<file path="config.mk">
export PLATFORM = sky130hd
export DESIGN_NAME = fixed_point_display_split
export DESIGN_NICKNAME = d
export VERILOG_FILES = /design/src/rtl/fixed_point_pkg.sv /design/src/rtl/fixed_point_display_split_int_to_bcd.sv /design/src/rtl/fixed_point_display_split.sv
export SDC_FILE = /design/constraint.sdc
export NUM_CORES = 1
export LEC_CHECK = 0
export CORE_ASPECT_RATIO = 0.8
export CORE_MARGIN = 2
export CORE_UTILIZATION = 54
export DETAILED_ROUTE_END_ITERATION = 8
export MAX_ROUTING_LAYER = met4
export PLACE_DENSITY = 0.8
export SYNTH_ARGS = -nofsm -noshare
export SYNTH_HDL_FRONTEND = slang
export SYNTH_HIERARCHICAL = 1
export SYNTH_SLANG_ARGS = --single-unit
</file>
<file path="constraint.sdc">
create_clock -name clk -period 12.6 [get_ports clk]
set_input_delay 1.26 -clock clk [delete_from_list [all_inputs] [get_ports clk]]
set_output_delay 1.26 -clock clk [all_outputs]
set_load 0.01 [all_outputs]
</file>
<file path="src/rtl/fixed_point_pkg.sv">
// Shared Q15.10 format constants for the calculator core and the display path.
// Constants only: no latency, no flow control.
package fixed_point_pkg;

   localparam int FRACTION_BITS = 10;
   localparam int DATA_WIDTH    = 25;
   localparam int INT_BITS      = DATA_WIDTH - FRACTION_BITS;
   localparam int BCD_WIDTH     = 19;
   localparam int DIGITS        = 5;

endpackage

</file>
<file path="src/rtl/fixed_point_display_split_int_to_bcd.sv">
// Binary-to-packed-BCD (shift-add-3) with a significant-digit count.
// Combinational: zero latency, no flow control.
module int_to_bcd
   import fixed_point_pkg::*;
(
   input  logic [INT_BITS-1:0]  bin_int,
   output logic [BCD_WIDTH-1:0] bcd,
   output logic [2:0]           int_digits
);

   logic [BCD_WIDTH-1:0] acc;

   // The ten-thousands digit never exceeds 1, so it never needs the +3
   // correction, and its top bit is always 0 before each shift.
   always_comb begin
      acc = '0;
      for (int i = INT_BITS - 1; i >= 0; i--) begin
         for (int d = 0; d < DIGITS - 1; d++) begin
            if (acc[4*d +: 4] >= 4'd5)
               acc[4*d +: 4] = acc[4*d +: 4] + 4'd3;
         end
         acc = {acc[BCD_WIDTH-2:0], bin_int[i]};
      end
   end

   assign bcd = acc;

   always_comb begin
      int_digits = 3'd1;
      if (bcd[18:16] != 3'd0)
         int_digits = 3'd5;
      else if (bcd[15:12] != 4'd0)
         int_digits = 3'd4;
      else if (bcd[11:8] != 4'd0)
         int_digits = 3'd3;
      else if (bcd[7:4] != 4'd0)
         int_digits = 3'd2;
   end

endmodule

</file>
<file path="src/rtl/fixed_point_display_split.sv">
// Splits a signed Q15.10 value into sign, integer/fraction magnitudes and BCD digits.
// One-cycle latency, new value every cycle; no handshake, no backpressure.
module fixed_point_display_split
   import fixed_point_pkg::*;
(
   input  logic                     clk,
   input  logic                     reset,
   input  logic [DATA_WIDTH-1:0]    bin,
   output logic                     neg,
   output logic                     frac,
   output logic [INT_BITS-1:0]      bin_int,
   output logic [FRACTION_BITS-1:0] bin_frac,
   output logic [BCD_WIDTH-1:0]     bcd,
   output logic [2:0]               int_digits
);

   logic [DATA_WIDTH-1:0] mag;

   // Negating -2^24 yields 2^24, which read as unsigned is the correct magnitude.
   assign mag = bin[DATA_WIDTH-1] ? (~bin + DATA_WIDTH'(1)) : bin;

   always_ff @(posedge clk) begin
      if (!reset) begin
         neg      <= 1'b0;
         frac     <= 1'b0;
         bin_int  <= '0;
         bin_frac <= '0;
      end else begin
         neg      <= bin[DATA_WIDTH-1];
         frac     <= (mag[FRACTION_BITS-1:0] != '0);
         bin_int  <= mag[DATA_WIDTH-1:FRACTION_BITS];
         bin_frac <= mag[FRACTION_BITS-1:0];
      end
   end

   int_to_bcd u_int_to_bcd (
      .bin_int    (bin_int),
      .bcd        (bcd),
      .int_digits (int_digits)
   );

endmodule

</file>
# Yosys cells after proc, flatten, opt, wreduce, memory -nomap -nowiden
# Cells that the tools add are included.
[word_totals]
ff_bits = 27
inputBits = 27
out_inout_bits = 49
wordCells = 108
[classes]
add_sub_neg = 31
magnitude_cmp = 30
muxes = 35
bitwise = 1
reduce_logical = 6
[op_table]
columns = ["op", "n"]
rows = [
  ["4-bit 2-to-1 mux", 30],
  ["4-bit by 2-bit adder with 4-bit output, second input constant", 26],
  ["4-bit by 3-bit >= comparator with 1-bit output, second input constant", 26],
  ["25-bit by 1-bit adder with 25-bit output, second input constant", 1],
  ["25-bit inverter", 1],
  ["24-bit 2-to-1 mux", 1],
  ["3-bit by 2-bit adder with 4-bit output, second input constant", 4],
  ["3-bit >= comparator, second input constant", 4],
  ["4-bit nonzero test", 3],
  ["10-bit nonzero test", 1],
  ["3-bit 2-to-1 mux", 3],
  ["3-bit nonzero test", 1],
  ["2-bit 2-to-1 mux", 1],
  ["2-bit AND reduction", 1],
]

# Logic depth before layout (Yosys ltp)
[logic_depth]
depth_word = 29
depth_mapped = 63
mapped_depth_nobuf = 61

# By module
# Netlist, hierarchy kept.
[by_module_without_submodules]
columns = ["mod", "n_inst", "cells_per_inst", "area_each_um2"]
rows = [
  ["int_to_bcd", 1, 815, 5654.2],
  ["fixed_point_display_split", 1, 152, 1506.4],
]

# Worst setup path before layout
# No wires, ideal clock.
[synth_path]
path_type = "reg-to-output"
start = "register bin_int[13]"
end = "output port int_digits[1]"
arrival_ns = 10.928
required_time_ns = 11.340
path_slack_ns = 0.412
stages_incl_launch_ff = 62
path_buffers = 2
path_cell_list = "dfxtp_1 buf_6 inv_1 ha_1 or2_1 a21oi_2 ha_1 nand2b_1 o211a_1 o221a_4 inv_2 ha_1 nand2b_1 nand2_1 mux2i_4 ha_1 a2111o_1 nand2_1 [... 26 more ...] nor2_1 nor3_1 a21o_1 inv_1 ha_1 nand2b_1 a21oi_1 nor2_1 a31oi_1 o21ai_1 xor2_1 inv_1 ha_1 nand2b_1 a21boi_0 mux2i_1 nand4_1 a31oi_1"
[synth_via]
elab_chain_cells = 29
word_cells_on_any_way = 98
classes_between = "add/sub: 30; order compare: 30; mux: 34; reduce/logical: 4"
[synth_lines]
columns = ["element", "line", "text"]
rows = [
  ["start, declared", "fixed_point_display_split.sv:11", "output logic [INT_BITS-1:0] bin_int,"],
  ["start signal, assigned", "fixed_point_display_split.sv:31", "bin_int <= mag[DATA_WIDTH-1:FRACTION_BITS];"],
  ["3-bit by 2-bit adder with 4-bit output or 3-bit >= comparator (tied branches)", "fixed_point_display_split_int_to_bcd.sv:20, fixed_point_display_split_int_to_bcd.sv:19", ""],
  ["4-bit 2-to-1 mux *", "fixed_point_display_split_int_to_bcd.sv:19", "if (acc[4*d +: 4] >= 4'd5)"],
  ["4-bit by 2-bit adder with 4-bit output or 4-bit by 3-bit >= comparator with 1-bit output (tied branches)", "fixed_point_display_split_int_to_bcd.sv:20, fixed_point_display_split_int_to_bcd.sv:19", ""],
  ["4-bit 2-to-1 mux", "fixed_point_display_split_int_to_bcd.sv:19", ""],
  ["4-bit by 3-bit >= comparator with 1-bit output or 4-bit by 2-bit adder with 4-bit output (tied branches)", "fixed_point_display_split_int_to_bcd.sv:19, fixed_point_display_split_int_to_bcd.sv:20", ""],
  ["4-bit 2-to-1 mux", "fixed_point_display_split_int_to_bcd.sv:19", ""],
  ["4-bit by 2-bit adder with 4-bit output (tied with other cells)", "fixed_point_display_split_int_to_bcd.sv:20", "acc[4*d +: 4] = acc[4*d +: 4] + 4'd3;"],
  ["4-bit 2-to-1 mux", "fixed_point_display_split_int_to_bcd.sv:19", ""],
  ["[... 13 more ...]", "n/a", ""],
  ["4-bit 2-to-1 mux", "fixed_point_display_split_int_to_bcd.sv:19", ""],
  ["4-bit by 2-bit adder with 4-bit output or 4-bit by 3-bit >= comparator with 1-bit output (tied branches)", "fixed_point_display_split_int_to_bcd.sv:20, fixed_point_display_split_int_to_bcd.sv:19", ""],
  ["4-bit 2-to-1 mux", "fixed_point_display_split_int_to_bcd.sv:19", ""],
  ["4-bit nonzero test", "fixed_point_display_split_int_to_bcd.sv:36", "else if (bcd[7:4] != 4'd0)"],
  ["2-bit 2-to-1 mux", "fixed_point_display_split_int_to_bcd.sv:36", ""],
  ["3-bit 2-to-1 mux", "fixed_point_display_split_int_to_bcd.sv:34", "else if (bcd[11:8] != 4'd0)"],
  ["3-bit 2-to-1 mux", "fixed_point_display_split_int_to_bcd.sv:32", "else if (bcd[15:12] != 4'd0)"],
  ["3-bit 2-to-1 mux *", "fixed_point_display_split_int_to_bcd.sv:30", "if (bcd[18:16] != 3'd0)"],
  ["end, declared", "fixed_point_display_split.sv:14", "output logic [2:0] int_digits"],
]
# Mark *: on every way between the ends. The rest lies on a longest branch, timed or not.

# Final worst setup path
[layout_path]
start = "register bin_int[13]"
end = "output port bcd[12]"
[layout_via]
elab_chain_cells = 24
word_cells_on_any_way = 72
classes_between = "add/sub: 24; order compare: 24; mux: 24"
[layout_lines]
columns = ["element", "line", "text"]
rows = [
  ["3-bit by 2-bit adder with 4-bit output or 3-bit >= comparator (tied branches)", "fixed_point_display_split_int_to_bcd.sv:20, fixed_point_display_split_int_to_bcd.sv:19", ""],
  ["4-bit 2-to-1 mux *", "fixed_point_display_split_int_to_bcd.sv:19", ""],
  ["4-bit by 2-bit adder with 4-bit output or 4-bit by 3-bit >= comparator with 1-bit output (tied branches)", "fixed_point_display_split_int_to_bcd.sv:20, fixed_point_display_split_int_to_bcd.sv:19", ""],
  ["4-bit 2-to-1 mux", "fixed_point_display_split_int_to_bcd.sv:19", ""],
  ["4-bit by 3-bit >= comparator with 1-bit output or 4-bit by 2-bit adder with 4-bit output (tied branches)", "fixed_point_display_split_int_to_bcd.sv:19, fixed_point_display_split_int_to_bcd.sv:20", ""],
  ["4-bit 2-to-1 mux", "fixed_point_display_split_int_to_bcd.sv:19", ""],
  ["4-bit by 2-bit adder with 4-bit output (tied with other cells)", "fixed_point_display_split_int_to_bcd.sv:20", ""],
  ["4-bit 2-to-1 mux", "fixed_point_display_split_int_to_bcd.sv:19", ""],
  ["[... 8 more ...]", "n/a", ""],
  ["4-bit by 2-bit adder with 4-bit output or 4-bit by 3-bit >= comparator with 1-bit output (tied branches)", "fixed_point_display_split_int_to_bcd.sv:20, fixed_point_display_split_int_to_bcd.sv:19", ""],
  ["4-bit 2-to-1 mux", "fixed_point_display_split_int_to_bcd.sv:19", ""],
  ["4-bit by 2-bit adder with 4-bit output or 4-bit by 3-bit >= comparator with 1-bit output (tied branches)", "fixed_point_display_split_int_to_bcd.sv:20, fixed_point_display_split_int_to_bcd.sv:19", ""],
  ["4-bit 2-to-1 mux", "fixed_point_display_split_int_to_bcd.sv:19", ""],
  ["4-bit by 2-bit adder with 4-bit output or 4-bit by 3-bit >= comparator with 1-bit output (tied branches)", "fixed_point_display_split_int_to_bcd.sv:20, fixed_point_display_split_int_to_bcd.sv:19", ""],
  ["4-bit 2-to-1 mux", "fixed_point_display_split_int_to_bcd.sv:19", ""],
  ["4-bit by 2-bit adder with 4-bit output or 4-bit by 3-bit >= comparator with 1-bit output (tied branches)", "fixed_point_display_split_int_to_bcd.sv:20, fixed_point_display_split_int_to_bcd.sv:19", ""],
  ["4-bit 2-to-1 mux *", "fixed_point_display_split_int_to_bcd.sv:19", ""],
  ["end, declared", "fixed_point_display_split.sv:13", "output logic [BCD_WIDTH-1:0] bcd,"],
]
# Marked as above.

==> impl_metrics.prom <==
# TYPE chip_impl_metric gauge
chip_impl_metric{name="cap_viol_max_count",unit=""} 0
chip_impl_metric{name="grt_antenna_before_repair",unit=""} 0
chip_impl_metric{name="clkSinkCount",unit=""} 27
chip_impl_metric{name="ctsLongestPathBuffers",unit=""} 2
chip_impl_metric{name="core-area",unit="um2"} 12900
chip_impl_metric{name="number_of_buffers_inserted_for_hold_repair_after_clock_tree_synthesis",unit=""} 0
chip_impl_metric{name="total_power",unit="mW"} 2.84
chip_impl_metric{name="synth_top_cell_area_share",unit=""} 0.0755
chip_impl_metric{name="cpPeakStageDelay",unit="ns"} 0.46
chip_impl_metric{name="numCtsBuffers",unit=""} 3
chip_impl_metric{name="hpwlAfterDp",unit="mm"} 14.2
chip_impl_info{name="routed.top_layer",value="met4"} 1
chip_impl_metric{name="final_layout_size_suffix_gt1_frac",unit=""} 0.182
chip_impl_metric{name="synth_area",unit="um2"} 7160
chip_impl_metric{name="critical_path_required",unit="ns"} 11.34
chip_impl_metric{name="tightest_slew",unit="ns"} 1.16
chip_impl_metric{name="grt_util_all_layers",unit=""} 0.264
chip_impl_metric{name="post-route-min-period",unit="ns"} 12.15
chip_impl_metric{name="grt_max_degree",unit=""} 27
chip_impl_metric{name="synthDistinctLibCells",unit=""} 126
chip_impl_metric{name="met2_layer_wire_length_in_the_routed_design",unit="mm"} 8.67
chip_impl_metric{name="final.period_utilization",unit=""} 0.964
chip_impl_metric{name="ys_ff_latch",unit=""} 27
chip_impl_info{name="cp_common_cell",value="sky130_fd_sc_hd__ha_1"} 1
chip_impl_metric{name="sequential_to_total_area_share_from_yosys_stat",unit=""} 0.0755
chip_impl_metric{name="met1_length",unit="mm"} 9.28
chip_impl_info{name="clock-root-buffer",value="sky130_fd_sc_hd__clkbuf_16"} 1
chip_impl_metric{name="wl_per_cell",unit="um"} 16.2
chip_impl_info{name="cts_tree",value="yes"} 1
chip_impl_metric{name="postSynthCellCount",unit=""} 967
chip_impl_info{name="synth_area_leaders",value="sky130_fd_sc_hd__dfxtp_1 (7.5%), sky130_fd_sc_hd__ha_1 (4.7%), sky130_fd_sc_hd__nand2_1 (3.9%), sky130_fd_sc_hd__o21ai_0 (3.9%), sky130_fd_sc_hd__a21oi_1 (3.6%)"} 1
chip_impl_info{name="yosys.cell_count.top_type",value="sky130_fd_sc_hd__nand2_1"} 1
chip_impl_metric{name="layout-area-overhead-vs-synth",unit="%"} 16.0
chip_impl_info{name="hold_crit_class",value="input port to flop"} 1
chip_impl_metric{name="design.portCount",unit=""} 76
chip_impl_metric{name="ant_nets",unit=""} 0
chip_impl_metric{name="setup-violations-final",unit=""} 0
chip_impl_metric{name="synth-edff-count",unit=""} 0
chip_impl_metric{name="timing.final.max_slew_violations",unit=""} 0
chip_impl_info{name="path_class",value="flop to output port"} 1
chip_impl_metric{name="ctsHtreeMaxLevel",unit=""} 1
chip_impl_metric{name="std_cell_rows",unit=""} 37
chip_impl_metric{name="power_per_cell_area",unit="nW/um2"} 342
chip_impl_metric{name="clkTransAtPathRegs",unit="ns"} 0.07
chip_impl_metric{name="relSlewSlack",unit=""} 0.220
chip_impl_metric{name="final-hold-violation-count",unit=""} 0
chip_impl_metric{name="leakage",unit="nW"} 3.09
chip_impl_info{name="critical_path.top_delay_family",value="compound AO/OA/AOI/OAI gates"} 1
chip_impl_metric{name="route.final.wire_length",unit="mm"} 19.5
chip_impl_info{name="postSynth.topFlopCell",value="sky130_fd_sc_hd__dfxtp_1"} 1
chip_impl_info{name="critPathCaptureType",value="output port"} 1
chip_impl_info{name="synth_common_cells",value="sky130_fd_sc_hd__nand2_1 (75), sky130_fd_sc_hd__nor2_1 (66), sky130_fd_sc_hd__o21ai_0 (56)"} 1
chip_impl_metric{name="async_reset_ff_frac",unit=""} 0
chip_impl_metric{name="synth_fp_nets",unit=""} 1021
chip_impl_info{name="worst_hold_startpoint",value="bin[23]"} 1
chip_impl_metric{name="first_global_vias",unit=""} 6795
chip_impl_info{name="crit_slowest_cell",value="sky130_fd_sc_hd__clkdlybuf4s50_1"} 1
chip_impl_metric{name="number_of_antenna_diodes",unit=""} 0
chip_impl_info{name="rsz0062_at_grt",value="true"} 1
chip_impl_metric{name="cp_data_arrival_time",unit="ns"} 10.89
chip_impl_metric{name="detail_route.first_pass.iterations",unit=""} 6
chip_impl_metric{name="dr.first_iter.drc_count",unit=""} 957
chip_impl_info{name="synth.largest_area_cell",value="sky130_fd_sc_hd__dfxtp_1"} 1
chip_impl_metric{name="place.port_buffers",unit=""} 75
chip_impl_metric{name="syn_area_per_cell",unit="um2"} 7.40
chip_impl_metric{name="floorplan.die.width",unit="um"} 133
chip_impl_metric{name="max_freq",unit="MHz"} 82.3
chip_impl_metric{name="fin_util",unit=""} 0.643
chip_impl_metric{name="route.detailed.drc",unit=""} 0
chip_impl_metric{name="design.die.area",unit="um2"} 14200
chip_impl_metric{name="dieHeight",unit="um"} 107
chip_impl_metric{name="routabilityCongestion",unit=""} 0.935
chip_impl_metric{name="grt_first_pass_wirelength",unit="mm"} 32.0
chip_impl_metric{name="worst-path-max-fanout",unit=""} 9
chip_impl_metric{name="met3_wirelength",unit="mm"} 1.44
chip_impl_info{name="timing.critical_path.from_type",value="flop"} 1
chip_impl_metric{name="final_nets",unit=""} 1082
chip_impl_metric{name="warnings_synthesis",unit=""} 6
chip_impl_metric{name="peakVddDrop",unit="mV"} 0.598
chip_impl_metric{name="start_util",unit=""} 0.554
chip_impl_metric{name="post_drt_via_cell_ratio",unit=""} 6.53
chip_impl_metric{name="detailroute.via_count",unit=""} 7848
chip_impl_metric{name="combined_buffer_and_inverter_count_along_the_critical_path",unit=""} 9
chip_impl_info{name="status",value="complete, no violations"} 1
chip_impl_metric{name="fillers",unit=""} 1087
chip_impl_metric{name="grt_remaining_overflow",unit=""} 0
chip_impl_info{name="startpoint",value="bin_int[13]$_SDFF_PN0_"} 1
chip_impl_metric{name="worst_hold_slack",unit="ns"} 1.71
-- area by class of cell --
type,count,area (um2),area share
repair buffers,117,1070,0.129
well taps,175,219,0.0264
clock inverters,1,7.51,0.000904
flip-flops and latches,27,541,0.0651
multi-input cells,825,6190,0.745
inverters,54,208,0.0250
clock buffers,3,75.1,0.00904
-- state kept, by name (all words and copies together), names as in the netlist --
| name | cells |
|---|---|
| neg | 1 |
| bin_frac | 10 |
| bin_int | 15 |
| frac | 1 |
-- worst paths after layout --
path | end | slack [ns] | depth (start not counted)
max | bcd[12] | 0.45 | 57
min | bin_int[14]$_SDFF_PN0_ | 1.71 | 4
-- layer usage --
layer | GRT usage | up-vias
li1 | - | 3845
met1 | 0.376 | 3613
met2 | 0.410 | 372
met3 | 0.0279 | 18
met4 | 0.0461 | 0
met5 | - | -
-- worst min-delay path, cell delays in order --
cell,delay [ns]
sky130_fd_sc_hd__clkdlybuf4s50_1,0.49
sky130_fd_sc_hd__nor2_1,0.05
sky130_fd_sc_hd__nand3_1,0.07
sky130_fd_sc_hd__nor4_1,0.05
-- power by group --
group	switching, mW	internal [mW]	total, mW
clock	0.0307	0.0432	0.0739
sequential	0.0110	0.0918	0.103
combinational	1.38	1.28	2.66
total	1.43	1.41	2.84
-- cells by family after synthesis --
family	count (synthesis)	synth area share
AO/OA/AOI/OAI	377	0.421
flip-flops	27	0.0755
buffers and inverters	115	0.0746
adder cells (fa/ha/maj)	28	0.0486
multiplexers	40	0.0667
XOR/XNOR	39	0.0519
AND/OR/NAND/NOR	341	0.262
-- metrics by stage --
stage               TNS [ns]  setup slack (ns)  cell area, um2  instances
global route          -0.509            -0.194            8310       1202
detailed placement    -0.503            -0.261            7950       1175
floorplan                  0             0.412            7160        967
CTS                        0            0.0662            8100       1185
global placement           0             0.156            7950       1175
finish                     0             0.455            8310       1202
-- what timing repair did --
| item | 4_1_cts | 5_1_grt |
|---|---|---|
| resized for setup | 6 | 26 |
| buffers inserted | 6 | 17 |
| setup endpoints to repair | 5 | 11 |
| pin swaps | 5 | 14 |
-- placed cells by master (no fill, tap or decap), drive strengths merged, types with 35 or more instances in the layout --
cell / netlist / layout
clkdlybuf4s50: 0 / 70
and2: 35 / 35
inv: 48 / 48
o21ai: 76 / 76
a21oi: 56 / 56
nor2: 67 / 67
nand2: 78 / 78
buf: 28 / 42
nor3: 44 / 44
nand3: 38 / 38
Note: power is estimated with default switching activity, not from simulation.
==> patch, RTL diff (same flow settings) <==
The package constant `DIGITS` goes from 5 to 10.
--- a/src/rtl/fixed_point_pkg.sv
+++ b/src/rtl/fixed_point_pkg.sv
@@ -6,7 +6,7 @@
    localparam int DATA_WIDTH    = 25;
    localparam int INT_BITS      = DATA_WIDTH - FRACTION_BITS;
    localparam int BCD_WIDTH     = 19;
-   localparam int DIGITS        = 5;
+   localparam int DIGITS        = 10;
 
 endpackage
 
Function: changed (Yosys sat finds a counterexample within 4 cycles, from zero or initial values and one cycle with reset low).
==> patch against the original RTL <==
First-iteration DRC count increased by 0.10%. Global-route usage increased by 1.3 points. Design area decreased by 4.5%. Sequential cell count unchanged. Wire length decreased by 6.4%. Non-clock buffer count increased by 19. Worst setup slack got worse by 0.049 ns. Critical path depth decreased by 1. Core utilization increased by 4.3 points. Area after synthesis decreased by 10%.
Power is not shown: default switching activity piles up to over one toggle a cycle in this logic, so the estimate is an artifact.
==> patch: results (changes against the original RTL) <==
Outcome:
- Run status: finished, final reports clean (unchanged).

Worst hold path:
- The sink of the worst hold path is bin_int[1]$_SDFF_PN0_ (was bin_int[14]$_SDFF_PN0_).
- The hold path startpoint is bin[11] (was bin[23]).

Yosys:
- The post-synthesis net count was 956 (was 1021).
- Most instantiated cells after synthesis: sky130_fd_sc_hd__nor2_1 (78), sky130_fd_sc_hd__nand2_1 (74), sky130_fd_sc_hd__a21oi_1 (53), sky130_fd_sc_hd__inv_1 (46), sky130_fd_sc_hd__o21ai_0 (45) (was sky130_fd_sc_hd__nand2_1 (75), sky130_fd_sc_hd__nor2_1 (66), sky130_fd_sc_hd__o21ai_0 (56), sky130_fd_sc_hd__a21oi_1 (52), sky130_fd_sc_hd__inv_1 (43)).
- The fraction of synthesized cell area in xor and xnor cells came to 5.938% (was 5.190%).
- The compound-gate portion of the synthesized area is 39.66% (was 42.08%).
- Top cells by area in the synthesized netlist: sky130_fd_sc_hd__dfxtp_1 (8.4%), sky130_fd_sc_hd__ha_1 (5.3%), sky130_fd_sc_hd__nor2_1 (4.6%), sky130_fd_sc_hd__nand2_1 (4.3%), sky130_fd_sc_hd__xnor2_1 (4.2%) (was sky130_fd_sc_hd__dfxtp_1 (7.5%), sky130_fd_sc_hd__ha_1 (4.7%), sky130_fd_sc_hd__nand2_1 (3.9%), sky130_fd_sc_hd__o21ai_0 (3.9%), sky130_fd_sc_hd__a21oi_1 (3.6%)).
- The count of flip-flops with a built-in enable after synthesis is 0 (unchanged).
- The sequential-to-total area share from yosys stat is 8.411% (was 7.548%).
- The fraction of the mapped netlist area in adder cells was 5.257% (was 4.858%).

Drt:
- The average detailed-routed wire length per instance is 16.01 µm (was 16.24 µm).
- The mean number of vias per cell came to 6.553 (was 6.529).
- The iteration count of the initial detailed-routing pass is 5 (was 6).
- The number of DRC markers in iteration 0 is 958 (was 957).

Cells and area:
- The share of cells above drive strength 1 is 18.41% (was 18.21%).
- The net count reported at finish was 1049 (was 1082).

Worst setup path:
- The critical path arrival is 10.93 ns (was 10.89 ns).
- The critical path endpoint is int_digits[2] (was bcd[12]).
- The highest net fanout along the worst path is 7 (was 9).

Clock tree:
- The master cell of the clock root buffer is sky130_fd_sc_hd__clkbuf_16 (unchanged).

STA:
- The max-slew headroom at the worst pin is 24.56% (was 21.99%).

GRT:
- The number of global-route vias before repair was 6495 (was 6795).
- The global routing usage summed across all routing layers is 27.68% (was 26.42%).
- The wire length of the first global-routing pass came to 30370 µm (was 31970 µm).

Place:
- The weighted congestion at the end of routability-driven global placement is 0.9376 (was 0.9349).
==> patch: cell types whose count changed in the layout (fill, tap and decap cells not counted), moves of 7 or more <==
cell	unedited run	this run
sky130_fd_sc_hd__o21ai_0	53	43
sky130_fd_sc_hd__nor3_1	36	25
sky130_fd_sc_hd__o21a_1	10	2
sky130_fd_sc_hd__nor2_1	66	75
sky130_fd_sc_hd__a311oi_1	0	7
sky130_fd_sc_hd__a211oi_1	21	13
sky130_fd_sc_hd__a31oi_1	28	18
sky130_fd_sc_hd__o2111ai_1	14	1
sky130_fd_sc_hd__o31ai_1	7	14
sky130_fd_sc_hd__nand4_1	12	2
sky130_fd_sc_hd__buf_4	42	60
sky130_fd_sc_hd__nand3_1	34	27
sky130_fd_sc_hd__o21ai_1	14	7
==> patch: what timing repair did <==
item,in CTS,in global routing
pin swaps,4,14
gates resized for setup,16,47
setup buffers,6,10
setup endpoints to repair,3,13
==> patch: through the flow <==
stage	setup WS (ns)	hold WS (ns)	area (µm²)	utilization, %	instances
after floorplan	0.03213	1.382	6426	-	902
after global placement	0.2278	1.990	7477	64.68	1122
after detailed placement	-0.2569	1.993	7477	64.68	1122
after CTS	0.01414	1.722	7670	66.34	1132
after global routing	-0.1195	1.749	7934	68.63	1142
final	0.4055	1.724	7934	68.63	1142
==> patch: final cells by class <==
cell class / instances / area (µm²)
Fill cell: 959 / 3627
Multi-Input combinational cell: 774 / 5718
Timing Repair Buffer: 136 / 1212
Inverter: 53 / 198.9
Sequential cell: 27 / 540.5
Tap cell: 148 / 185.2
Clock buffer: 4 / 78.83
==> patch: layer usage <==
metal / GRT usage, % / share of wire, % / up-vias
met5: - / 0 / -
li1: - / - / 3658
met2: 44.13 / 45 / 318
met1: 39.70 / 47 / 3470
met3: 1.479 / 6.0 / 37
met4: 3.973 / 1.4 / 0
